`config.mk`:
```
export PLATFORM = sky130hd
export DESIGN_NAME = jtframe_rom_2slot
export DESIGN_NICKNAME = d
export VERILOG_FILES = /design/src/rtl/jtframe_rom_2slot.sv
export SDC_FILE = /design/constraint.sdc
export NUM_CORES = 1
export LEC_CHECK = 0
export ABC_CLOCK_PERIOD_IN_PS = 2300
export CORE_ASPECT_RATIO = 1.25
export CORE_MARGIN = 2
export CORE_UTILIZATION = 35
export DETAILED_ROUTE_END_ITERATION = 8
export HOLD_SLACK_MARGIN = 0.02
export SYNTH_ARGS = -nofsm -noshare
export SYNTH_HDL_FRONTEND = slang
export SYNTH_SLANG_ARGS = --single-unit
```
`constraint.sdc`:
```
create_clock -name clk_rom -period 2.3 [get_ports clk_rom]
set_clock_uncertainty 0.2 [all_clocks]
set_input_delay 0.46 -clock clk_rom [delete_from_list [all_inputs] [get_ports clk_rom]]
set_output_delay 0.46 -clock clk_rom [all_outputs]
set_load 0.02 [all_outputs]
```
`src/rtl/jtframe_rom_2slot.sv`:
```
// Two-client SDRAM ROM read requester with a one-line 32-bit cache per slot.
// Misses are served round-robin; only one SDRAM transaction is in flight at a time.
module jtframe_rom_2slot #(
  parameter int          AW0     = 17,
  parameter int          AW1     = 17,
  parameter logic [21:0] OFFSET0 = 22'h0,
  parameter logic [21:0] OFFSET1 = 22'h0
)(
  input  logic           clk_rom,
  input  logic           rst_n,
  input  logic           slot0_cs,
  input  logic [AW0-1:0] slot0_addr,
  output logic [15:0]    slot0_dout,
  output logic           slot0_ok,
  input  logic           slot1_cs,
  input  logic [AW1-1:0] slot1_addr,
  output logic [15:0]    slot1_dout,
  output logic           slot1_ok,
  output logic           sdram_req,
  output logic [21:0]    sdram_addr,
  input  logic           sdram_ack,
  input  logic [31:0]    data_read,
  input  logic           data_rdy,
  input  logic           loop_rst,
  output logic           refresh_en
);
  localparam int TW = (AW0 > AW1 ? AW0 : AW1) - 1;

  typedef enum logic [1:0] {IDLE, WAIT_ACK, WAIT_RDY} state_t;

  state_t         state;
  logic           valid0, valid1;
  logic [AW0-2:0] tag0;
  logic [AW1-2:0] tag1;
  logic [31:0]    line0, line1;
  logic [TW-1:0]  lat_tag;
  // sel doubles as the round-robin "last served" pointer
  logic           sel;
  logic           pend0, pend1, pick;
  logic [21:0]    base0, base1;

  assign slot0_ok   = slot0_cs & valid0 & (tag0 == slot0_addr[AW0-1:1]);
  assign slot1_ok   = slot1_cs & valid1 & (tag1 == slot1_addr[AW1-1:1]);
  assign slot0_dout = slot0_addr[0] ? line0[31:16] : line0[15:0];
  assign slot1_dout = slot1_addr[0] ? line1[31:16] : line1[15:0];

  assign pend0 = slot0_cs & ~slot0_ok;
  assign pend1 = slot1_cs & ~slot1_ok;
  assign pick  = pend1 & (~pend0 | ~sel);

  // Line base in SDRAM word space, wrapping modulo 2^22
  assign base0 = OFFSET0 + 22'({slot0_addr[AW0-1:1], 1'b0});
  assign base1 = OFFSET1 + 22'({slot1_addr[AW1-1:1], 1'b0});

  always_ff @(posedge clk_rom or negedge rst_n) begin
    if (!rst_n) begin
      state      <= IDLE;
      sdram_req  <= 1'b0;
      sdram_addr <= 22'd0;
      valid0     <= 1'b0;
      valid1     <= 1'b0;
      tag0       <= '0;
      tag1       <= '0;
      line0      <= 32'd0;
      line1      <= 32'd0;
      lat_tag    <= '0;
      sel        <= 1'b1;
      refresh_en <= 1'b1;
    end else begin
      refresh_en <= (state == IDLE) & ~(pend0 | pend1);
      if (loop_rst) begin
        state     <= IDLE;
        sdram_req <= 1'b0;
        valid0    <= 1'b0;
        valid1    <= 1'b0;
      end else begin
        case (state)
          IDLE: if (pend0 | pend1) begin
            sel        <= pick;
            lat_tag    <= pick ? TW'(slot1_addr[AW1-1:1]) : TW'(slot0_addr[AW0-1:1]);
            sdram_addr <= pick ? base1 : base0;
            sdram_req  <= 1'b1;
            state      <= WAIT_ACK;
          end
          WAIT_ACK: if (sdram_ack) begin
            sdram_req <= 1'b0;
            state     <= WAIT_RDY;
          end
          WAIT_RDY: if (data_rdy) begin
            // Fill with the tag latched at issue, not the slot's current address
            if (sel) begin
              line1  <= data_read;
              tag1   <= lat_tag[AW1-2:0];
              valid1 <= 1'b1;
            end else begin
              line0  <= data_read;
              tag0   <= lat_tag[AW0-2:0];
              valid0 <= 1'b1;
            end
            state <= IDLE;
          end
          default: state <= IDLE;
        endcase
      end
    end
  end
endmodule

```
**Word-level counts from Yosys, hierarchy flattened**

Index checks and enable logic that the tools add are counted.

- Register bits after elaboration: 141
- Input port bits: 73
- Output and inout port bits: 58

- Eq/ne operators: 8
- Mux-type cells: 21
- Bitwise gates (word level): 16
- Reduce and logical (&&, ||, !) cells: 12

Operator list:

| operator | count |
|---|---|
| $mux 16 | 3 |
| $eq 16x16->1 | 2 |
| $mux 17 | 1 |
| $reduce_and 3->1 | 5 |
| $mux 1 | 11 |
| $and 1x1->1 | 8 |
| $mux 2 | 4 |
| $reduce_and 4->1 | 2 |
| $ne 3x3->1 const B | 2 |
| $not 1->1 | 6 |
| $pmux 2 s3 | 1 |
| $reduce_bool 2->1 | 3 |
| $ne 3x2->1 const B | 1 |
| $reduce_bool 3->1 | 1 |
| $eq 2x1->1 const B | 1 |
| $eq 2x2->1 const B | 1 |
| $logic_not 2->1 | 1 |
| $ne 2x2->1 const B | 1 |
| $or 1x1->1 | 2 |
| $pmux 1 s2 | 1 |

**Logic depth before layout (Yosys ltp)**

Gate-level depths: netlist of the first run.

- Depth after elaboration: 8
- Gate-level depth with buffers: 9

**Worst setup path before layout of the first run**

No wires, ideal clock.

- Path type: in2out
- From: input port slot1_addr[16]
- To: output port slot1_ok
- Arrival: 2.147 ns
- Data required time: 1.640 ns
- Slack: -0.507 ns
- Cell stages on the path: 4
- Path buffers: 0
- Cells stage by stage: xor2_1 or4_1 or4b_4 nor3_1

- Cells in the longest elaborated chain, start to end: 2

Ends and longest elaborated chain:

| what | line | text |
|---|---|---|
| start: declaration | 16 | `input logic [AW1-1:0] slot1_addr,` |
| $eq 16x16->1 | 43 | `assign slot1_ok = slot1_cs & valid1 & (tag1 == slot1_addr[AW1-1:1]);` |
| $and 1x1->1 | 43 |  |
| end: declaration | 18 | `output logic slot1_ok,` |

No other way between the ends.

**Worst setup path after layout of the first run**

- From: register tag1[3]
- To: output port slot1_ok

- Cells in the longest elaborated chain, start to end: 2

Ends and longest elaborated chain:

| what | line | text |
|---|---|---|
| start: declaration | 34 | `logic [AW1-2:0] tag1;` |
| start signal: assignment | 93 | `tag1 <= lat_tag[AW1-2:0];` |
| $eq 16x16->1 | 43 |  |
| $and 1x1->1 | 43 |  |

No other way between the ends.

==> flow_summary.yaml, run 1 <==
route:
  final_antenna_net_count: 0
  drt_pass1_iterations: 4
  vias: 4333
  drt_iter0_drc: 223
  routed_via_density: 5.07
  avgRoutedWirePerCell_um: 18.6
  post-route-drc-count: 0
  routed_wl_um: 15900
synthesis:
  yosysSeqAreaShare_pct: 53.3
  ys_ff_latch: 119
  synth_area_per_cell_um2: 12.7
  synth_area_um2: 5600
  synth-edff-count: 0
  postSynth.asyncResetShare_pct: 100
  ys.flop_type: "dfrtp_1"
  ys_warn_count: 0
  yosysUniqueCellTypes: 39
  syn_inst: 442
placed_design:
  pre_cts_ws_ps: -1280
  hpwl_um: 11200
  place_inst: 807
  place_congestion: 0.803
  dpl_cell_area_um2: 7530
  port_buffers: 124
final_layout:
  layout_commonest_cell: "mux2_2"
  stdcell_count: 855
  antenna_cells: 0
  finalInstanceArea_um2: 8460
  final_nets: 703
  drive_gt1_share_pct: 43.1
  post-route-util_pct: 54.1
  fillCellCount: 1341
  mostFrequentLayoutCells: "mux2_2, dfrtp_1, clkdlybuf4s50_1"
  syn2layout_area_growth_pct: 51.2
sta:
  hold_violations: 0
  setup_viol: 22
  drv_slew: 0
  period_needed_ps: 2960
  fin_crit_sh_pct: 129
  rsz0062_at_grt: "yes"
  fin_ws_ps: -660
  fmax_mhz: 338
setup_path:
  endpoint_kind: "output port"
  r2r_end: "sdram_addr[9]"
  critPathKind: "register to output port"
  path_max_fanout: 2
  critPathBufInv: 1
  crit_family: "simple AND/OR/NAND/NOR gates"
  cp.required_ps: 1640
  arrival_ps: 2300
  r2r-start: "tag1[3]"
  rr_worst_depth: 9
  crit_end: "slot1_ok"
  cpPeakStageDelay_ps: 550
  start_kind: "register"
  crit_cells: 5
  worst_path_max_delay_cell: "or4b_4"
  cp_cell_sequence: "xor2_1 -> or4_1 -> or4b_4 -> nor3_4 -> buf_6"
  crit_start: "tag1[3]"
  reg2reg_setup_slack_ps: -610
power_and_ir_drop:
  power_density_nw_per_um2: 931
  power_mw: 7.88
  power.leakage_nw: 3.93
  peakVddDrop_uv: 456
global_routing:
  grt.total_usage_pct: 19.5
  grt-ovfl-total: 0
  grt_first_pass_wirelength_um: 25300
  grt_max_degree: 33
  antenna_found_initial: 0
  grt_pass1_vias: 4793
cts:
  clk_path_buf_depth: 2
  root_buffer: "clkbuf_16"
  ctsHtreeMaxLevel: 4
  clk_latency_ps: 400
  cts_buffers: 17
  cts.sinks: 119
  cts_tree: "yes"
  clkTransAtPathRegs_ps: 60
floorplanning:
  design.core.area_um2: 15600
  ioPinCount: 131
  die-area_um2: 17000
  floorplan.initialDensity_pct: 35.8
  dieWidth_um: 117
  die_h_um: 145
  fp-row-count: 51
run_status:
  violations: "negative setup slack"
  status: "complete, but fails checks"
worst_hold_path:
  hold_class: "primary input to register"
job:
  drv_cap: 0
-- state kept, by name, indices dropped and copies added, names as in the netlist --
| signal | cells |
|---|---|
| state | 2 |
| sel | 1 |
| line1 | 32 |
| valid0 | 1 |
| sdram_addr | 16 |
| valid1 | 1 |
| sdram_req | 1 |
| tag1 | 16 |
| refresh_en | 1 |
| tag0 | 16 |
| line0 | 32 |
-- timing repair --
action	4_1_cts	5_1_grt
gates cloned	2	0
pin swaps	24	12
hold endpoints to repair	24	0
setup buffers	13	2
resized for setup	110	16
hold buffers	1	0
endpoints found under the setup margin	54	29
-- per-layer routing --
layer	vias up	global-route usage [%]	part of all wire, %
met5	-	0	0
met4	0	5.53	1.5
met3	17	5.37	6.2
met2	150	35.0	54
met1	2190	22.3	38
li1	1976	-	-
-- worst min-delay path by stage --
stage / start / end / slack, ps / cells after the start
2_1_floorplan: rst_n / line0[0] / -40 / 0
3_3_place_gp: rst_n / tag1[9] / 220 / 1
3_5_place_dp: rst_n / tag1[9] / 230 / 1
4_1_cts: slot0_addr[2] / sdram_addr[2] / 280 / 3
5_1_grt: slot0_addr[6] / sdram_addr[6] / 250 / 3
6_report: slot0_addr[5] / sdram_addr[5] / 250 / 3
-- worst register-to-register path, cell delays in order (launching register included) --
cell and delay, ps:
dfrtp_1 390, xor2_1 180, or4_1 510, or4b_4 550, buf_4 160, o31ai_4 180
buf_6 150, bufbuf_16 250, o21ai_1 80, a31oi_1 180
-- kinds of logic after synthesis --
group / after synthesis / synth area share, %
flops: 119 / 53.3
compound gates: 45 / 4.99
simple gates: 81 / 7.87
xor+xnor: 33 / 5.16
buf+inv: 35 / 2.91
other cells: 1 / 0.0670
mux: 128 / 25.8
-- cells in the mapped netlist, types with 2 or more instances --
library cell  count  area [um2]
mux2_2          128        1440
o21ai_1          10        50.1
nand4_1           8        50.1
nor3_1           20         100
clkbuf_1         15        56.3
a21o_1            2        15.0
o21ai_0           9        45.0
xor2_1            9        78.8
xnor2_1          24         210
nand3_1          25         125
or4_1             3        22.5
dfstp_2           2        52.6
a31oi_1          16         100
and3_1            2        12.5
nor2_1            8        30.0
inv_1             4        15.0
buf_4             6        45.0
dfrtp_1         117        2930
a21oi_1           3        15.0
buf_1             8        30.0
nand2_1           5        18.8
-- metrics by stage --
step / hold WS [ps] / TNS (ps)
after floorplan: -35.6 / -5720
after global placement: 221 / -37980
after detailed placement: 229 / -39370
after CTS: 285 / -12010
after global routing: 246 / -13480
final: 247 / -11470
-- layout make-up --
class | instances | area (um2) | area share (%)
clock buffers | 18 | 439 | 5.19
clock inverters | 14 | 150 | 1.77
inverters | 4 | 15.0 | 0.177
multi-input cells | 293 | 2660 | 31.4
flip-flops and latches | 119 | 2980 | 35.2
well taps | 212 | 265 | 3.13
repair buffers | 195 | 1950 | 23.1
-- power breakdown --
| group | internal, mW | switching (mW) | leakage [nW] |
|---|---|---|---|
| clock | 1.63 | 0.975 | 0.283 |
| sequential | 2.59 | 0.348 | 1.54 |
| combinational | 1.30 | 1.04 | 2.10 |
| total | 5.52 | 2.36 | 3.93 |
(Power assumes the default switching activity.)
==> inputs of run 2 (changes only) <==
--- a/config.mk
+++ b/config.mk
@@ -8,7 +8,7 @@
 export ABC_CLOCK_PERIOD_IN_PS = 2300
 export CORE_ASPECT_RATIO = 1.25
 export CORE_MARGIN = 2
-export CORE_UTILIZATION = 35
+export CORE_UTILIZATION = 33
 export DETAILED_ROUTE_END_ITERATION = 8
 export HOLD_SLACK_MARGIN = 0.02
 export SYNTH_ARGS = -nofsm -noshare
==> run 2 against run 1 <==
Against the previous run:
- power is 1.2% higher
- sequential power hardly changed
- the run still ends with negative setup slack left
- critical endpoint unchanged
- worst setup slack worse by 50 ps
- count of clock-buffer cells in the layout is 5 higher
- largest power group unchanged
==> flow_summary.yaml, run 2 (synthesized netlist as in run 1, its figures left out) <==
run_status:
  status: "complete, but fails checks"
  violations: "negative setup slack"
sta:
  drv_slew: 0
  hold_slack_ps: 298
  max_slew_margin_pct: 62.4
  fin_crit_sh_pct: 131
  fmax_mhz: 332
  period_needed_ps: 3010
  rsz0062_at_grt: "yes"
  fin_ws_ps: -710
  hold_violations: 0
  worstMarginPinSlew_ps: 564
  setup_viol: 22
setup_path:
  rr_worst_depth: 10
  path_max_fanout: 2
  cp.required_ps: 1640
  critPathKind: "register to output port"
  arrival_ps: 2350
  endpoint_kind: "output port"
  start_kind: "register"
floorplanning:
  fp-row-count: 53
  floorplan.initialDensity_pct: 33.5
  die-area_um2: 18000
  design.core.area_um2: 16700
  die_h_um: 150
  ioPinCount: 131
  dieWidth_um: 120
power_and_ir_drop:
  power.leakage_nw: 3.91
  power_density_nw_per_um2: 943
  switching_share_pct: 28.9
  p_comb_share_pct: 29.6
  clockPowerShare_pct: 33.4
  p_seq_share_pct: 37.0
  peakVddDrop_uv: 554
  switching_power_mw: 2.31
  p_int_mw: 5.67
route:
  final_antenna_net_count: 0
  routed_wl_um: 16200
  avgRoutedWirePerCell_um: 18.7
  routed_via_density: 5.01
  drt_iter0_drc: 253
  post-route-drc-count: 0
  vias: 4339
  drt_pass1_iterations: 4
global_routing:
  grt_first_pass_wirelength_um: 26000
  antenna_found_initial: 0
  grt.total_usage_pct: 18.8
  grt-ovfl-total: 0
  grt_max_degree: 45
  grt_pass1_vias: 4896
cts:
  cts_buffers: 17
  cts.sinks: 119
  clkTransAtPathRegs_ps: 50
  ctsHtreeMaxLevel: 4
  root_buffer: "clkbuf_16"
  clk_latency_ps: 400
  clk_path_buf_depth: 2
  cts_tree: "yes"
final_layout:
  largestRegisters: "line0 x32, line1 x32"
  drive_gt1_share_pct: 43.7
  final_nets: 708
  layout_commonest_cell: "mux2_2"
  antenna_cells: 0
  syn2layout_area_growth_pct: 51.0
  mostFrequentLayoutCells: "mux2_2, dfrtp_1, clkdlybuf4s50_1"
  finalInstanceArea_um2: 8450
  stdcell_count: 866
job:
  drv_cap: 0
placed_design:
  hpwl_um: 11200
  dpl_cell_area_um2: 7580
  place_inst: 819
  port_buffers: 124
  place_congestion: 0.881
worst_hold_path:
  holdPathStages: 1
  hold_class: "register to register"
==> run 2: what timing repair did <==
action	4_1_cts	5_1_grt
buffers inserted	11	3
gates cloned	2	0
gates resized for setup	111	19
hold endpoints to repair	35	0
pin swaps	22	12
setup endpoints to repair	54	30
hold buffers	1	0
==> run 2: metrics by stage <==
stage               setup TNS (ps)  utilization [%]  power [mW]  setup slack (ps)
floorplan                    -5720                -        4.08              -333
finish                      -12730             50.6        7.97              -710
CTS                         -11820             50.3        8.02              -748
global placement            -36870             45.4        5.21             -1310
global route                -14560             50.6        8.35              -789
detailed placement          -37570             45.4        5.28             -1340
==> run 2: final timing paths <==
kind / from / endpoint / slack, ps
hold / removal: line1[19] / line1[19] / 300
max in group asynchronous: rst_n / line1[31] / 850
setup reg to reg: tag1[3] / sdram_addr[16] / -660
hold reg to reg: line1[19] / line1[19] / 300
setup / recovery: tag1[3] / slot1_ok / -710
min in group asynchronous: rst_n / tag0[11] / 400
==> run 2: routing by layer <==
metal | vias to the layer above | part of all wire, % | GRT usage (%) | routed length, um
met3 | 26 | 5.1 | 4.80 | 822
met2 | 149 | 54 | 33.5 | 8710
met1 | 2187 | 38 | 21.0 | 6210
met5 | - | 0 | 0 | 0
met4 | 0 | 2.6 | 8.66 | 421
li1 | 1977 | - | - | -
==> run 2: power groups by stage <==
stage                     sequential, mW  clock, mW  combinational [mW]
after floorplan                     2.95          0                1.12
after global placement              2.92          0                2.28
after detailed placement            2.96          0                2.31
after CTS                           2.94       2.73                2.35
after global routing                3.01       2.81                2.53
final                               2.95       2.66                2.36
==> run 2: worst max-delay path, cell delays in order, from the launching register on <==
cell and delay (ps):
dfrtp_1 410, xor2_2 180, or4_4 520, or4b_4 570
nor3_4 140, buf_6 140
==> run 2: final cells by class <==
class	instances	area, um2
fill	1520	8260
sequential	119	2980
multi-input combinational	293	2640
timing repair buffer	200	1940
clock buffer	23	508
tap	220	275
clock inverter	7	92.6
inverter	4	15.0
==> inputs of run 3 (changes only) <==
--- a/config.mk
+++ b/config.mk
@@ -7,9 +7,10 @@
 export LEC_CHECK = 0
 export ABC_CLOCK_PERIOD_IN_PS = 2300
 export CORE_ASPECT_RATIO = 1.25
-export CORE_MARGIN = 2
+export CORE_MARGIN = 5
 export CORE_UTILIZATION = 33
 export DETAILED_ROUTE_END_ITERATION = 8
+export GPL_ROUTABILITY_DRIVEN = 1
 export HOLD_SLACK_MARGIN = 0.02
 export SYNTH_ARGS = -nofsm -noshare
 export SYNTH_HDL_FRONTEND = slang
==> run 3 against run 2 <==
Against the previous run:
- the run still ends with negative setup slack left
- count of clock-buffer cells in the layout is the same
- largest power group unchanged
- power grew 0.60%
- global-route usage shrank 1.7 points
- design area shrank 0.80%
- maximum frequency grew 1.3%
- wire length grew 1.5%
- clock power grew 4%
- utilization shrank 0.60 points
==> flow_summary.yaml, run 3 (synthesized netlist as in run 1, its figures left out) <==
cts:
  cts_buffers: 17
  clkTransAtPathRegs_ps: 50
  clk_path_buf_depth: 2
  cts.sinks: 119
  ctsHtreeMaxLevel: 4
  cts_tree: "yes"
  clk_latency_ps: 410
  root_buffer: "clkbuf_16"
sta:
  rsz0062_at_grt: "yes"
  setup_viol: 22
  max_slew_margin_pct: 57.0
  hold_slack_ps: 242
  worstMarginPinSlew_ps: 645
  hold_violations: 0
  period_needed_ps: 2970
  drv_slew: 0
  fin_ws_ps: -671
  fmax_mhz: 337
  fin_crit_sh_pct: 129
route:
  routed_wl_um: 16400
  avgRoutedWirePerCell_um: 19.1
  drt_iter0_drc: 158
  post-route-drc-count: 0
  vias: 4322
  drt_pass1_iterations: 4
  final_antenna_net_count: 0
  routed_via_density: 5.04
setup_path:
  cp.required_ps: 1640
  start_kind: "register"
  r2r-start: "tag1[3]"
  arrival_ps: 2310
  endpoint_kind: "output port"
  reg2reg_setup_slack_ps: -610
  crit_start: "tag1[3]"
  path_max_fanout: 2
  r2r_end: "sdram_addr[16]"
  rr_worst_depth: 10
  critPathKind: "register to output port"
global_routing:
  grt-ovfl-total: 0
  grt_pass1_vias: 4940
  grt_max_degree: 120
  grt_first_pass_wirelength_um: 26100
  grt.total_usage_pct: 17.1
  antenna_found_initial: 1
floorplanning:
  die-area_um2: 19700
  design.core.area_um2: 16800
  floorplan.initialDensity_pct: 33.4
  die_h_um: 156
  dieWidth_um: 126
  fp-row-count: 53
  ioPinCount: 131
final_layout:
  drive_gt1_share_pct: 43.1
  syn2layout_area_growth_pct: 49.8
  largestRegisters: "line0 x32, line1 x32"
  final_nets: 698
  post-route-util_pct: 50.0
  antenna_cells: 0
  mostFrequentLayoutCells: "mux2_2, dfrtp_1, clkdlybuf4s50_1"
  layout_commonest_cell: "mux2_2"
worst_hold_path:
  whs_endpoint: "sdram_addr[1]"
  min_from: "slot0_addr[1]"
  holdPathStages: 3
  hold_class: "primary input to register"
power_and_ir_drop:
  power.leakage_nw: 3.91
  peakVddDrop_uv: 439
  power_density_nw_per_um2: 956
  power_mw: 8.02
placed_design:
  port_buffers: 124
  hpwl_um: 11200
  place_congestion: 0.920
run_status:
  status: "complete, but fails checks"
  violations: "negative setup slack"
job:
  drv_cap: 0
==> run 3: cell count changes in the layout (fill, tap and decap cells not counted), moves of 4 or more <==
| cell | change |
|---|---|
| buf_4 | -10 |
| clkbuf_2 | +8 |
| clkdlybuf4s15_2 | -5 |
| clkbuf_1 | +4 |
| clkbuf_8 | -4 |
==> run 3: layer usage <==
| metal | global-route usage (%) | wire (um) |
|---|---|---|
| met5 | 0 | 11 |
| met3 | 4.90 | 991 |
| met4 | 6.39 | 391 |
| met2 | 31.3 | 8880 |
| met1 | 18.7 | 6130 |
==> run 3: stage by stage <==
step / instances / setup slack, ps / setup TNS [ps] / area, um2
detailed placement: 812 / -1310 / -37540 / 7530
floorplan: 447 / -333 / -5720 / 5670
finish: 858 / -671 / -11810 / 8390
global placement: 812 / -1300 / -36590 / 7530
global route: 858 / -735 / -13400 / 8390
CTS: 855 / -761 / -12630 / 8360
==> run 3: repair_timing <==
| action | 4_1_cts | 5_1_grt |
|---|---|---|
| pin swaps | 24 | 19 |
| cloned | 3 | 0 |
| hold buffers | 1 | 0 |
| endpoints found under the setup margin | 54 | 34 |
| endpoints found under the hold margin | 117 | 0 |
| resized for setup | 108 | 30 |
| buffers inserted | 7 | 3 |
==> run 3: worst max path at each step <==
stage / endpoint / cells after the start
floorplan: sdram_addr[6] / 7
global placement: slot1_ok / 6
detailed placement: slot1_ok / 6
CTS: slot1_ok / 5
global route: slot1_ok / 5
finish: slot1_ok / 5
==> run 3: area by class of cell <==
type	count	area (um2)
repair buffers	190	1830
well taps	220	275
flip-flops and latches	119	2980
multi-input cells	293	2670
clock inverters	9	148
inverters	4	15.0
clock buffers	23	468
fillers	1493	8390
==> run 3: power breakdown <==
part | switching (mW) | internal (mW) | total, mW | leakage (nW)
sequential | 0.356 | 2.59 | 2.95 | 1.54
combinational | 1.04 | 1.27 | 2.31 | 2.06
clock | 0.900 | 1.86 | 2.76 | 0.301
total | 2.30 | 5.73 | 8.02 | 3.91
==> run 3: critical path, stage by stage (launching register included) <==
cell and delay [ps]:
dfrtp_1 400, xor2_2 170, or4_1 510, or4b_4 550
nor3_4 140, buf_6 140
